===== config.mk =====
export PLATFORM = sky130hd
export DESIGN_NAME = uart_rx_osr
export DESIGN_NICKNAME = d
export VERILOG_FILES = /design/src/rtl/uart_pkg.sv /design/src/rtl/uart_os_tick.sv /design/src/rtl/uart_rx_osr.sv
export SDC_FILE = /design/constraint.sdc
export NUM_CORES = 1
export LEC_CHECK = 0
export BUFFER_PORTS_ARGS = -buffer_cell sky130_fd_sc_hd__buf_4
export CAP_MARGIN = 30
export CORE_MARGIN = 3
export CORE_UTILIZATION = 55
export CTS_CLUSTER_SIZE = 30
export DETAILED_ROUTE_END_ITERATION = 8
export PLACE_DENSITY_LB_ADDON = 0.12
export SLEW_MARGIN = 20
export SYNTH_ARGS = -nofsm -noshare
export SYNTH_HDL_FRONTEND = slang
export SYNTH_SLANG_ARGS = --single-unit

===== constraint.sdc =====
create_clock -name CLK -period 3.21 [get_ports CLK]
set_input_delay 0.1605 -clock CLK [delete_from_list [all_inputs] [get_ports CLK]]
set_output_delay 0.1605 -clock CLK [all_outputs]
set_load 0.02 [all_outputs]

===== src/rtl/uart_pkg.sv =====
// Shared UART definitions: receiver state encoding, tick divisor and counter-width helpers.
// The transmitter reuses these.
package uart_pkg;

  localparam int unsigned DEF_SYSCLK = 10_000_000;
  localparam int unsigned DEF_BAUD   = 115_200;
  localparam int unsigned DEF_OSR    = 16;

  function automatic int unsigned calc_div(input int unsigned sysclk,
                                           input int unsigned baud,
                                           input int unsigned osr);
    return sysclk / (baud * osr);
  endfunction

  function automatic int unsigned tick_cnt_w(input int unsigned div);
    return $clog2(div) + 1;
  endfunction

  function automatic int unsigned os_cnt_w(input int unsigned osr);
    return $clog2(osr);
  endfunction

  localparam int unsigned DIV        = calc_div(DEF_SYSCLK, DEF_BAUD, DEF_OSR);
  localparam int unsigned TICK_CNT_W = tick_cnt_w(DIV);
  localparam int unsigned OS_CNT_W   = os_cnt_w(DEF_OSR);

  typedef enum logic [1:0] {
    IDLE  = 2'd0,
    START = 2'd1,
    DATA  = 2'd2,
    STOP  = 2'd3
  } rx_state_t;

endpackage


===== src/rtl/uart_os_tick.sv =====
// Free-running oversample tick generator: one-CLK TICK every DIV clocks.
// Shared between the UART receiver and transmitter.
module uart_os_tick
  import uart_pkg::*;
#(
  parameter int unsigned SYSCLK = DEF_SYSCLK,
  parameter int unsigned BAUD   = DEF_BAUD,
  parameter int unsigned OSR    = DEF_OSR
) (
  input  logic CLK,
  input  logic RST,
  output logic TICK
);

  localparam int unsigned DIV_L = calc_div(SYSCLK, BAUD, OSR);
  localparam int unsigned CNT_W = tick_cnt_w(DIV_L);
  localparam logic [CNT_W-1:0] CNT_LAST = CNT_W'(DIV_L - 1);

  logic [CNT_W-1:0] r_cnt;

  // NOTE: sequential state uses non-blocking assignments so every flop sees pre-edge values.
  always_ff @(posedge CLK or posedge RST) begin
    if (RST)                   r_cnt <= '0;
    else if (r_cnt == CNT_LAST) r_cnt <= '0;
    else                       r_cnt <= r_cnt + CNT_W'(1);
  end

  assign TICK = (r_cnt == CNT_LAST);

endmodule


===== src/rtl/uart_rx_osr.sv =====
// 8N1 UART receiver with OSR-times oversampling; samples mid-bit and reports
// good bytes (RX_VALID) or bad stop bits (FRAME_ERR) at mid-stop-bit.
module uart_rx_osr
  import uart_pkg::*;
#(
  parameter int unsigned SYSCLK = DEF_SYSCLK,
  parameter int unsigned BAUD   = DEF_BAUD,
  parameter int unsigned OSR    = DEF_OSR
) (
  input  logic       CLK,
  input  logic       RST,
  input  logic       RXD,
  output logic [7:0] RX_DATA,
  output logic       RX_VALID,
  output logic       FRAME_ERR,
  output logic       BUSY
);

  localparam int unsigned OS_W = os_cnt_w(OSR);
  localparam logic [OS_W-1:0] OS_HALF_LAST = OS_W'(OSR / 2 - 1);
  localparam logic [OS_W-1:0] OS_FULL_LAST = OS_W'(OSR - 1);

  logic            w_tick;
  logic            r_sync1, r_sync2;
  logic [1:0]      r_fill;
  logic            r_line_prev;
  logic            w_fall;
  logic            w_start_pt, w_bit_pt;
  rx_state_t       r_state, w_next_state;
  logic [OS_W-1:0] r_os_cnt;
  logic [2:0]      r_bit_idx;
  logic [7:0]      r_shift;
  logic [7:0]      r_rx_data;
  logic            r_rx_valid, r_frame_err;

  uart_os_tick #(.SYSCLK(SYSCLK), .BAUD(BAUD), .OSR(OSR)) u_tick (
    .CLK  (CLK),
    .RST  (RST),
    .TICK (w_tick)
  );

  always_ff @(posedge CLK or posedge RST) begin
    if (RST) begin
      r_sync1 <= 1'b1;
      r_sync2 <= 1'b1;
    end else begin
      r_sync1 <= RXD;
      r_sync2 <= r_sync1;
    end
  end

  // The synchronizer's reset value is not a real observation of the line, so the
  // edge detector only arms once r_sync2 holds a genuinely sampled value.
  always_ff @(posedge CLK or posedge RST) begin
    if (RST) begin
      r_fill      <= 2'b00;
      r_line_prev <= 1'b0;
    end else begin
      r_fill      <= {r_fill[0], 1'b1};
      r_line_prev <= r_fill[1] & r_sync2;
    end
  end

  assign w_fall     = r_line_prev & ~r_sync2;
  assign w_start_pt = w_tick && (r_os_cnt == OS_HALF_LAST);
  assign w_bit_pt   = w_tick && (r_os_cnt == OS_FULL_LAST);

  always_ff @(posedge CLK or posedge RST) begin
    if (RST) r_state <= IDLE;
    else     r_state <= w_next_state;
  end

  // NOTE: default assignment first keeps this block purely combinational (no latch).
  always_comb begin
    w_next_state = r_state;
    case (r_state)
      IDLE:  if (w_fall)     w_next_state = START;
      START: if (w_start_pt) w_next_state = r_sync2 ? IDLE : DATA;
      DATA:  if (w_bit_pt && r_bit_idx == 3'd7) w_next_state = STOP;
      STOP:  if (w_bit_pt)   w_next_state = IDLE;
      default:               w_next_state = IDLE;
    endcase
  end

  always_comb begin
    BUSY = (r_state != IDLE);
  end

  always_ff @(posedge CLK or posedge RST) begin
    if (RST) begin
      r_os_cnt    <= '0;
      r_bit_idx   <= 3'd0;
      r_shift     <= 8'h00;
      r_rx_data   <= 8'h00;
      r_rx_valid  <= 1'b0;
      r_frame_err <= 1'b0;
    end else begin
      r_rx_valid  <= 1'b0;
      r_frame_err <= 1'b0;
      case (r_state)
        IDLE: if (w_fall) r_os_cnt <= '0;
        START: if (w_tick) begin
          if (w_start_pt) begin
            r_os_cnt  <= '0;
            r_bit_idx <= 3'd0;
          end else begin
            r_os_cnt <= r_os_cnt + OS_W'(1);
          end
        end
        DATA: if (w_tick) begin
          if (w_bit_pt) begin
            r_os_cnt  <= '0;
            r_shift   <= {r_sync2, r_shift[7:1]};
            r_bit_idx <= r_bit_idx + 3'd1;
          end else begin
            r_os_cnt <= r_os_cnt + OS_W'(1);
          end
        end
        STOP: if (w_tick) begin
          if (w_bit_pt) begin
            r_os_cnt <= '0;
            if (r_sync2) begin
              r_rx_data  <= r_shift;
              r_rx_valid <= 1'b1;
            end else begin
              r_frame_err <= 1'b1;
            end
          end else begin
            r_os_cnt <= r_os_cnt + OS_W'(1);
          end
        end
        default: r_os_cnt <= '0;
      endcase
    end
  end

  assign RX_DATA   = r_rx_data;
  assign RX_VALID  = r_rx_valid;
  assign FRAME_ERR = r_frame_err;

endmodule


==> results of run 1 <==
sequential cells by signal (all words and copies together) (netlist names), named ones only:
| register | cells |
|---|---|
| u_tick.r_cnt | 4 |
| r_state | 1 |
| r_fill | 2 |
| r_bit_idx | 3 |
| r_line_prev | 1 |
| r_shift | 8 |
| RX_DATA | 8 |
| FRAME_ERR | 1 |
| r_sync1 | 1 |
| r_os_cnt | 4 |
| RX_VALID | 1 |
| r_sync2 | 1 |
cell type report:
class	count	area, um2	share of cell area [%]
tap	31	38.8	2.13
inverter	6	22.5	1.24
sequential	36	903	49.7
multi-input combinational	78	661	36.3
clock buffer	8	68.8	3.78
timing repair buffer	16	125	6.88
power by group:
| part | internal [mW] | switching, mW | leakage [nW] |
|---|---|---|---|
| Sequential | 0.484 | 0.0525 | 0.468 |
| Combinational | 0.0738 | 0.0745 | 0.385 |
| Clock | 0.129 | 0.139 | 0.0386 |
| Total | 0.687 | 0.266 | 0.891 |
placed cells by master (no fill, tap or decap), types with 3 or more instances in the layout:
cell       n
nor3_1     3
nor2b_1    3
dfrtp_1   34
ha_1       5
clkbuf_4   5
nor2_1     5
and3_1     3
nor4_1     5
buf_4     14
mux2_2    15
a21oi_1    3
inv_1      6
nand3_1    3
metrics by stage:
step	cell area (um2)	hold WS (ns)	cells	worst slack, ns
4_1_cts	1820	0.328	175	1.28
5_1_grt	1820	0.345	175	1.16
6_report	1820	0.332	175	1.28
3_5_place_dp	1730	0.135	165	1.30
3_3_place_gp	1730	0.131	165	1.35
2_1_floorplan	1620	0.165	126	1.50
worst reg2reg max path, stage by stage (launching register included):
cell and delay [ns]:
dfrtp_1 0.41, ha_1 0.37, nand4_4 0.20, nor3_4 0.45, mux2_2 0.39
worst max-delay path by stage:
stage / startpoint / endpoint / slack (ns) / cells past startpoint
after detailed placement: r_os_cnt[0]$_DFFE_PP0P_ / RX_DATA[3]$_DFFE_PP0P_ / 1.30 / 4
final: r_os_cnt[0]$_DFFE_PP0P_ / RX_DATA[5]$_DFFE_PP0P_ / 1.28 / 4
after floorplan: u_tick.r_cnt[0]$_DFF_PP0_ / r_shift[0]$_DFFE_PP0P_ / 1.50 / 6
after global routing: r_os_cnt[0]$_DFFE_PP0P_ / RX_DATA[5]$_DFFE_PP0P_ / 1.16 / 4
after CTS: r_os_cnt[0]$_DFFE_PP0P_ / RX_DATA[3]$_DFFE_PP0P_ / 1.28 / 4
after global placement: r_os_cnt[0]$_DFFE_PP0P_ / RX_DATA[3]$_DFFE_PP0P_ / 1.35 / 4
kinds of logic (layout without fill, tap and decap cells):
family / after synthesis / in the layout / synth area share (%)
flip-flops: 36 / 36 / 55.7
adder cells (fa/ha/maj): 5 / 5 / 3.86
other: 1 / 1 / 0.231
XOR/XNOR: 1 / 1 / 0.540
AND/OR/NAND/NOR: 34 / 34 / 15.2
AO/OA/AOI/OAI: 20 / 20 / 9.17
buffers and inverters: 12 / 30 / 3.62
multiplexers: 17 / 17 / 11.7
metal layers:
metal	wire length, um	global-route usage (%)
met5	0	0
met4	44	6.33
met3	109	6.05
met2	1140	24.5
met1	1260	20.7
repair_timing:
item                      in CTS  in global routing
hold buffers                   2                  0
hold endpoints to repair       9                  0
gates resized for setup        0                  0
==> impl_metrics.tcl, run 1 <==
set metrics [dict create \
    clk_pin_slew_worst_paths_ns 0.10 \
    antenna_left 0 \
    cts_setup_buffers 0 \
    peakVddDrop_v 0.000428 \
    gr-total-overflow 0 \
    io_buffers 13 \
    cts_made_buffers 5 \
    netlist_area_um2 1620 \
    r2r-end "RX_DATA[5]$_DFFE_PP0P_" \
    slew_violations 0 \
    cp_cell_sequence "ha_1 > nand4_4 > nor3_4 > mux2_2" \
    drive_gt1_share_pct 29.9 \
    grtUsageTotal_pct 16.1 \
    syn_area_per_cell_um2 12.9 \
    r2r_cells 4 \
    yosys.area.top_type "dfrtp_1" \
    synth_area_leaders "dfrtp_1 (52%), mux2_2 (10%), ha_1 (3.9%), dfstp_2 (3.2%), nor3_4 (2.0%)" \
    start_kind "flop" \
    crit_fanout 9 \
    fin_tns_setup_ns 0 \
    path_class "flop to flop" \
    end_kind "flop" \
    finalPower_mw 0.954 \
    die_h_um 60.3 \
    insertedDiodeCount 0 \
    fin_crit_sh_pct 60.2 \
    nets 151 \
    power.density_nw_per_um2 524 \
    routedWlPerCell_um 14.6 \
    gp_congestion 0.753 \
    grt_pass1_vias 969 \
    area_delta_synth_final_pct 12.1 \
    maxCapViolations 0 \
    dp_hpwl_mm 1.79 \
    initial_core_util_pct 58.3 \
    arrival_ns 2.15 \
    ios 14 \
    synth_top_flop_cell "dfrtp_1" \
    drcViolationCount 0 \
    worstPathBufferInverterCount 0 \
    fmaxAchievable_mhz 517 \
    synth_commonest_cells "dfrtp_1 (34), mux2_2 (15), inv_1 (6)" \
    cp_data_required_time_ns 3.43 \
    first_pass_iters 4 \
    antenna_found_initial 0 \
    crit-reg2reg-launch "r_os_cnt[0]$_DFFE_PP0P_" \
    core_area_um2 2780 \
    fillers 207 \
    period_needed_ns 1.93 \
    htreeDepth 2 \
    status "finished, final reports clean" \
    drtIter0Drc 56 \
    rrSetupSlack_ns 1.28 \
    synth-edff-count 0 \
    worst_clock_skew_ns 0.0116 \
    rows 19 \
    async_flop_share_pct 100 \
    die_area_um2 3640 \
    cts.path.max_buffers 2 \
    insertion_delay_ns 0.33 \
    grt_max_degree 29 \
    yosysWarnings 0 \
    wirelength_mm 2.55 \
    grt_setup_unrepaired "false" \
    hold_viol 0 \
    crit_path_top_delay_cell "nor3_4" \
    cp_top_family "simple AND/OR/NAND/NOR gates" \
    yosysMostFrequentCell "dfrtp_1" \
    final_core_util_pct 65.4 \
    cts-root-buf "clkbuf_4" \
    worstHoldPathType "input pin to async pin" \
    max_stage_delay_ns 0.45 \
    ys_seq_area_share_pct 55.7 \
    vias 1030 \
    final-setup-viol-count 0 \
    ys_types 42 \
    synth-seq-cells 36 \
    p_leak_nw 0.891 \
    cts_tree "yes" \
    viasPerCell 5.89 \
    clkSinkCount 36 \
    grt_pass1_wl_mm 4.29 \
    synth_top_area_share_pct 52.4 \
    die_x_um 60.3 \
    synth_nets 134 \
    syn_inst 126 \
]
No activity file was read; power rests on OpenSTA's default activity.
==> run 2: changes to the inputs <==
Settings changed: ABC_AREA from default to 1, CORE_UTILIZATION 55 to 52.
Clock period 3.21 ns to 1.6 ns, I/O delays scaled along.
==> impl_metrics.tcl, run 2 <==
set metrics [dict create \
    internal-power_mw 1.39 \
    cts.path.max_buffers 2 \
    period_needed_ns 1.50 \
    arrival_ns 1.72 \
    viasPerCell 4.69 \
    vias 1136 \
    start_kind "flop" \
    routedWlPerCell_um 11.0 \
    nets 205 \
    fin_tns_setup_ns 0 \
    ios 14 \
    cts_made_buffers 5 \
    end_kind "flop" \
    area_delta_synth_final_pct 15.7 \
    antenna_left 0 \
    fin_crit_sh_pct 93.7 \
    met3_length_um 120 \
    grt_pass1_wl_mm 5.01 \
    maxCapViolations 0 \
    synth_top_area_share_pct 49.8 \
    drtIter0Drc 77 \
    wirelength_mm 2.66 \
    io_buffers 13 \
    ff_latch_area_um2 903 \
    antenna_found_initial 0 \
    final_core_util_pct 63.7 \
    finalWorstSetupSlack_ns 0.100 \
    worstHoldPathType "flop to flop" \
    routed.top_layer "met4" \
    dr_wl_met2_mm 1.26 \
    place_ws_ns 0.0955 \
    peakVddDrop_v 0.000454 \
    gp_congestion 0.798 \
    htreeDepth 2 \
    status "finished, final reports clean" \
    yosysWarnings 0 \
    switchingPower_mw 0.761 \
    syn_inst 171 \
    netlist_area_um2 1710 \
    worst_clock_skew_ns 0.0160 \
    power_frac_comb_pct 28.7 \
    sw_frac_of_total_pct 35.4 \
    cts-root-buf "clkbuf_4" \
    final-setup-viol-count 0 \
    hold_viol 0 \
    synth_top_flop_cell "dfrtp_1" \
    dp_hpwl_mm 1.91 \
    path_class "flop to flop" \
    clkSinkCount 36 \
    synth-edff-count 0 \
    yosys.area.top_type "dfrtp_1" \
    finalPower_mw 2.15 \
    multi_input_area_um2 676 \
    grtUsageTotal_pct 15.9 \
    insertedDiodeCount 0 \
    whs_ns 0.356 \
    first_pass_iters 4 \
    power.density_nw_per_um2 1090 \
    p_leak_nw 0.988 \
    p_seq_share_pct 49.9 \
    slew_violations 0 \
    synth_commonest_cells "nand2_1 (35), dfrtp_1 (34), inv_1 (25)" \
    die_x_um 63.3 \
    initial_core_util_pct 55.1 \
    crit_fanout 16 \
    gr-total-overflow 0 \
    ys_seq_area_share_pct 52.9 \
    die_area_um2 4010 \
    synth_area_leaders "dfrtp_1 (50%), nand2_1 (7.7%), o21ai_2 (7.7%), inv_1 (5.5%), ha_1 (3.7%)" \
    rows 20 \
    cp_data_required_time_ns 1.82 \
    cts_tree "yes" \
    async_flop_share_pct 100 \
    core_area_um2 3100 \
    drive_gt1_share_pct 34.3 \
    wl_met1_mm 1.23 \
    final_cell_mix "dfrtp_1 (34), nand2_1 (34), inv_1 (25)" \
    synth_nets 179 \
    grt_setup_unrepaired "true" \
    ys_types 27 \
    drcViolationCount 0 \
    rrSetupSlack_ns 0.10 \
    syn_area_per_cell_um2 9.99 \
    p_clk_share_pct 21.4 \
    clk_pin_slew_worst_paths_ns 0.09 \
    grt_pass1_vias 1114 \
    die_h_um 63.3 \
    yosysMostFrequentCell "nand2_1" \
    grt_max_degree 37 \
    insertion_delay_ns 0.34 \
    fillers 263 \
    synth-seq-cells 36 \
    fmaxAchievable_mhz 667 \
]
==> run 2: cell types whose count changed after synthesis, sizes merged, moves of 5 or more <==
cell   before  now
nor4        5    0
nor2        5   14
o21ai       1   17
nand2       2   49
inv         6   26
mux2       16    0
==> run 2: final timing paths <==
kind,startpoint,to,cells after the start
max in group asynchronous,RST,r_sync2$_DFF_PP1_,4
worst min-delay path,r_fill[0]$_DFF_PP0_,r_fill[1]$_DFF_PP0_,0
worst max-delay path,u_tick.r_cnt[0]$_DFF_PP0_,r_shift[4]$_DFFE_PP0P_,9
worst min register to register,r_fill[0]$_DFF_PP0_,r_fill[1]$_DFF_PP0_,0
worst max register to register,u_tick.r_cnt[0]$_DFF_PP0_,r_shift[4]$_DFFE_PP0P_,9
min in group asynchronous,RST,r_shift[5]$_DFFE_PP0P_,4
==> run 2: cell families after synthesis <==
kind of cell,after synthesis,share of synthesized area [%]
flip-flops,36,52.9
adder cells (fa/ha/maj),5,3.66
other,1,0.219
AND/OR/NAND/NOR,76,24.2
buffers and inverters,29,7.91
XOR/XNOR,2,1.03
AO/OA/AOI/OAI,22,10.1
==> run 2: stage by stage <==
step,cells,area (um2)
after detailed placement,230,1890
after CTS,240,1960
after global routing,242,1980
final,242,1980
after global placement,230,1890
after floorplan,171,1710
==> run 2: timing repair <==
item / in CTS / in global routing
endpoints found under the hold margin: 35 / 0
hold buffers: 2 / 0
buffers inserted: 0 / 2
gates resized for setup: 0 / 2
endpoints found under the setup margin: 0 / 6
==> run 2: power groups by stage <==
stage          Sequential (mW)  Clock [mW]  Combinational, mW
5_1_grt                   1.09       0.531              0.721
6_report                  1.07       0.460              0.618
4_1_cts                   1.07       0.483              0.625
3_5_place_dp              1.09           0              0.620
3_3_place_gp              1.08           0              0.606
2_1_floorplan             1.07           0              0.507
==> run 2: routing by layer <==
layer	track usage (%)	up-vias
met2	24.4	20
met3	5.70	6
met4	5.66	0
li1	-	583
met5	0	-
met1	20.7	527
==> run 2: area by class of cell <==
| type | instances | area share, % |
|---|---|---|
| Sequential cell | 36 | 45.7 |
| Multi-Input combinational cell | 106 | 34.2 |
| Timing Repair Buffer | 22 | 9.87 |
| Inverter | 26 | 4.94 |
| Tap cell | 44 | 2.78 |
| Clock buffer | 7 | 2.28 |
| Clock inverter | 1 | 0.253 |
==> run 2: worst max-delay path, cell delays in order (launching register included) <==
cell      delay (ns)
dfrtp_1         0.42
inv_1           0.07
ha_2            0.17
nand2_2         0.06
nor2_4          0.15
buf_4           0.14
nand3b_4        0.10
buf_12          0.17
nand2_1         0.07
o21ai_2         0.05
==> run 3: changes to the inputs <==
Settings changed: GPL_TIMING_DRIVEN from default to 0.
==> impl_metrics.tcl, run 3 (synthesis results as in run 2) <==
set metrics [dict create \
    crit_fanout 5 \
    cts.path.max_buffers 2 \
    r2r_cells 9 \
    path_class "flop to flop" \
    dp_hpwl_mm 2.00 \
    place_ws_ns 0.0527 \
    period_needed_ns 1.55 \
    r2r-end "r_os_cnt[1]$_DFFE_PP0P_" \
    routedWlPerCell_um 11.6 \
    slew_violations 0 \
    placed_area_um2 1860 \
    power.density_nw_per_um2 1180 \
    initial_core_util_pct 55.1 \
    p_leak_nw 1.00 \
    nets 205 \
    rrSetupSlack_ns 0.05 \
    crit_path_top_delay_cell "dfrtp_1" \
    grt_setup_unrepaired "true" \
    cts-root-buf "clkbuf_4" \
    cts_tree "yes" \
    gp_congestion 0.732 \
    cp-endpoint "r_os_cnt[1]$_DFFE_PP0P_" \
    worstPathBufferInverterCount 3 \
    cp_top_family "flip-flops" \
    grt_pass1_wl_mm 4.91 \
    insertion_delay_ns 0.34 \
    grt_max_degree 37 \
    rows 20 \
    maxCapViolations 0 \
    crit-reg2reg-launch "u_tick.r_cnt[0]$_DFF_PP0_" \
    drtIter0Drc 61 \
    finalWorstSetupSlack_ns 0.0463 \
    io_buffers 13 \
    worstHoldPathType "flop to flop" \
    hold_viol 0 \
    grtUsageTotal_pct 16.1 \
    crit_start "u_tick.r_cnt[0]$_DFF_PP0_" \
    whs_ns 0.359 \
    cp_data_required_time_ns 1.83 \
    relSlewSlack_pct 51.9 \
    antenna_left 0 \
    insertedDiodeCount 0 \
    worst_clock_skew_ns 0.0128 \
    drive_gt1_share_pct 35.4 \
    end_kind "flop" \
    start_kind "flop" \
    cp.depth 9 \
    die_area_um2 4010 \
    grt_pass1_vias 1099 \
    final_cell_mix "dfrtp_1 (34), nand2_1 (34), inv_1 (24)" \
    gr-total-overflow 0 \
    final-setup-viol-count 0 \
    die_h_um 63.3 \
    max_stage_delay_ns 0.42 \
    fin_crit_sh_pct 97.1 \
    peakVddDrop_v 0.000575 \
    finalPower_mw 2.37 \
    htreeDepth 2 \
    core_area_um2 3100 \
    clkSinkCount 36 \
    wirelength_mm 2.80 \
    arrival_ns 1.78 \
    first_pass_iters 4 \
    viasPerCell 4.86 \
    vias 1176 \
    fillers 286 \
    area_delta_synth_final_pct 17.3 \
    antenna_found_initial 0 \
    status "finished, final reports clean" \
    fmaxAchievable_mhz 644 \
    worst_pin_slew_ns 0.720 \
    cts_made_buffers 5 \
    final_cell_area_um2 2000 \
    die_x_um 63.3 \
    drcViolationCount 0 \
    clk_pin_slew_worst_paths_ns 0.10 \
    cp_cell_sequence "inv_1 > ha_1 > nand2_2 > nor2_4 > buf_8 > nand2_4 > nand2_2 > inv_1 > a22o_1" \
    ios 14 \
]
==> run 3: timing repair <==
| action | 4_1_cts | 5_1_grt |
|---|---|---|
| gates resized for setup | 0 | 4 |
| endpoints found under the hold margin | 35 | 0 |
| setup endpoints to repair | 0 | 10 |
| hold buffers | 2 | 0 |
| setup buffers | 0 | 4 |
==> run 3: stage by stage <==
step                      utilization [%]  std cells  setup TNS, ns
after floorplan                         -        171              0
after global placement               60.0        228              0
after detailed placement             60.0        228              0
after CTS                            63.1        238              0
after global routing                 64.6        242         -0.127
final                                64.6        242              0
==> run 3: power by group <==
| part | leakage, nW | switching, mW | internal, mW |
|---|---|---|---|
| registers | 0.479 | 0.0899 | 0.983 |
| clock network | 0.0422 | 0.291 | 0.327 |
| logic | 0.478 | 0.428 | 0.252 |
| total | 1.00 | 0.809 | 1.56 |
==> run 3: worst min path at each step <==
stage,slack (ns),start,end,cells past startpoint
after CTS,0.36,RXD,r_sync1$_DFF_PP1_,2
after global routing,0.37,r_sync1$_DFF_PP1_,r_sync2$_DFF_PP1_,0
final,0.36,r_fill[0]$_DFF_PP0_,r_fill[1]$_DFF_PP0_,0
after floorplan,0.08,RXD,r_sync1$_DFF_PP1_,0
after detailed placement,0.19,RXD,r_sync1$_DFF_PP1_,1
after global placement,0.19,RXD,r_sync1$_DFF_PP1_,1
==> run 3: routing by layer <==
metal	share of wire, %	GRT usage (%)	vias up	wire, um
met2	50	25.8	22	1410
met4	1.5	5.66	0	41
met5	0	0	-	0
met1	43	19.7	562	1210
li1	-	-	587	-
met3	4.9	6.24	5	136
==> run 3: final cells by class <==
cell class              count  area, um2  share of cell area (%)
inverters                  26       97.6                    4.87
flip-flops and latches     36        903                    45.1
clock buffers               6       41.3                    2.06
clock inverters             2       35.0                    1.75
plain buffers               3       37.5                    1.87
well taps                  44       55.1                    2.75
multi-input cells         106        687                    34.3
repair buffers             19        148                    7.37
==> run 3: worst register-to-register path: stages (launching register included) <==
cell and delay, ns:
dfrtp_1 0.42, inv_1 0.07, ha_1 0.15, nand2_2 0.08
nor2_4 0.20, buf_8 0.16, nand2_4 0.05, nand2_2 0.08
inv_1 0.06, a22o_1 0.19
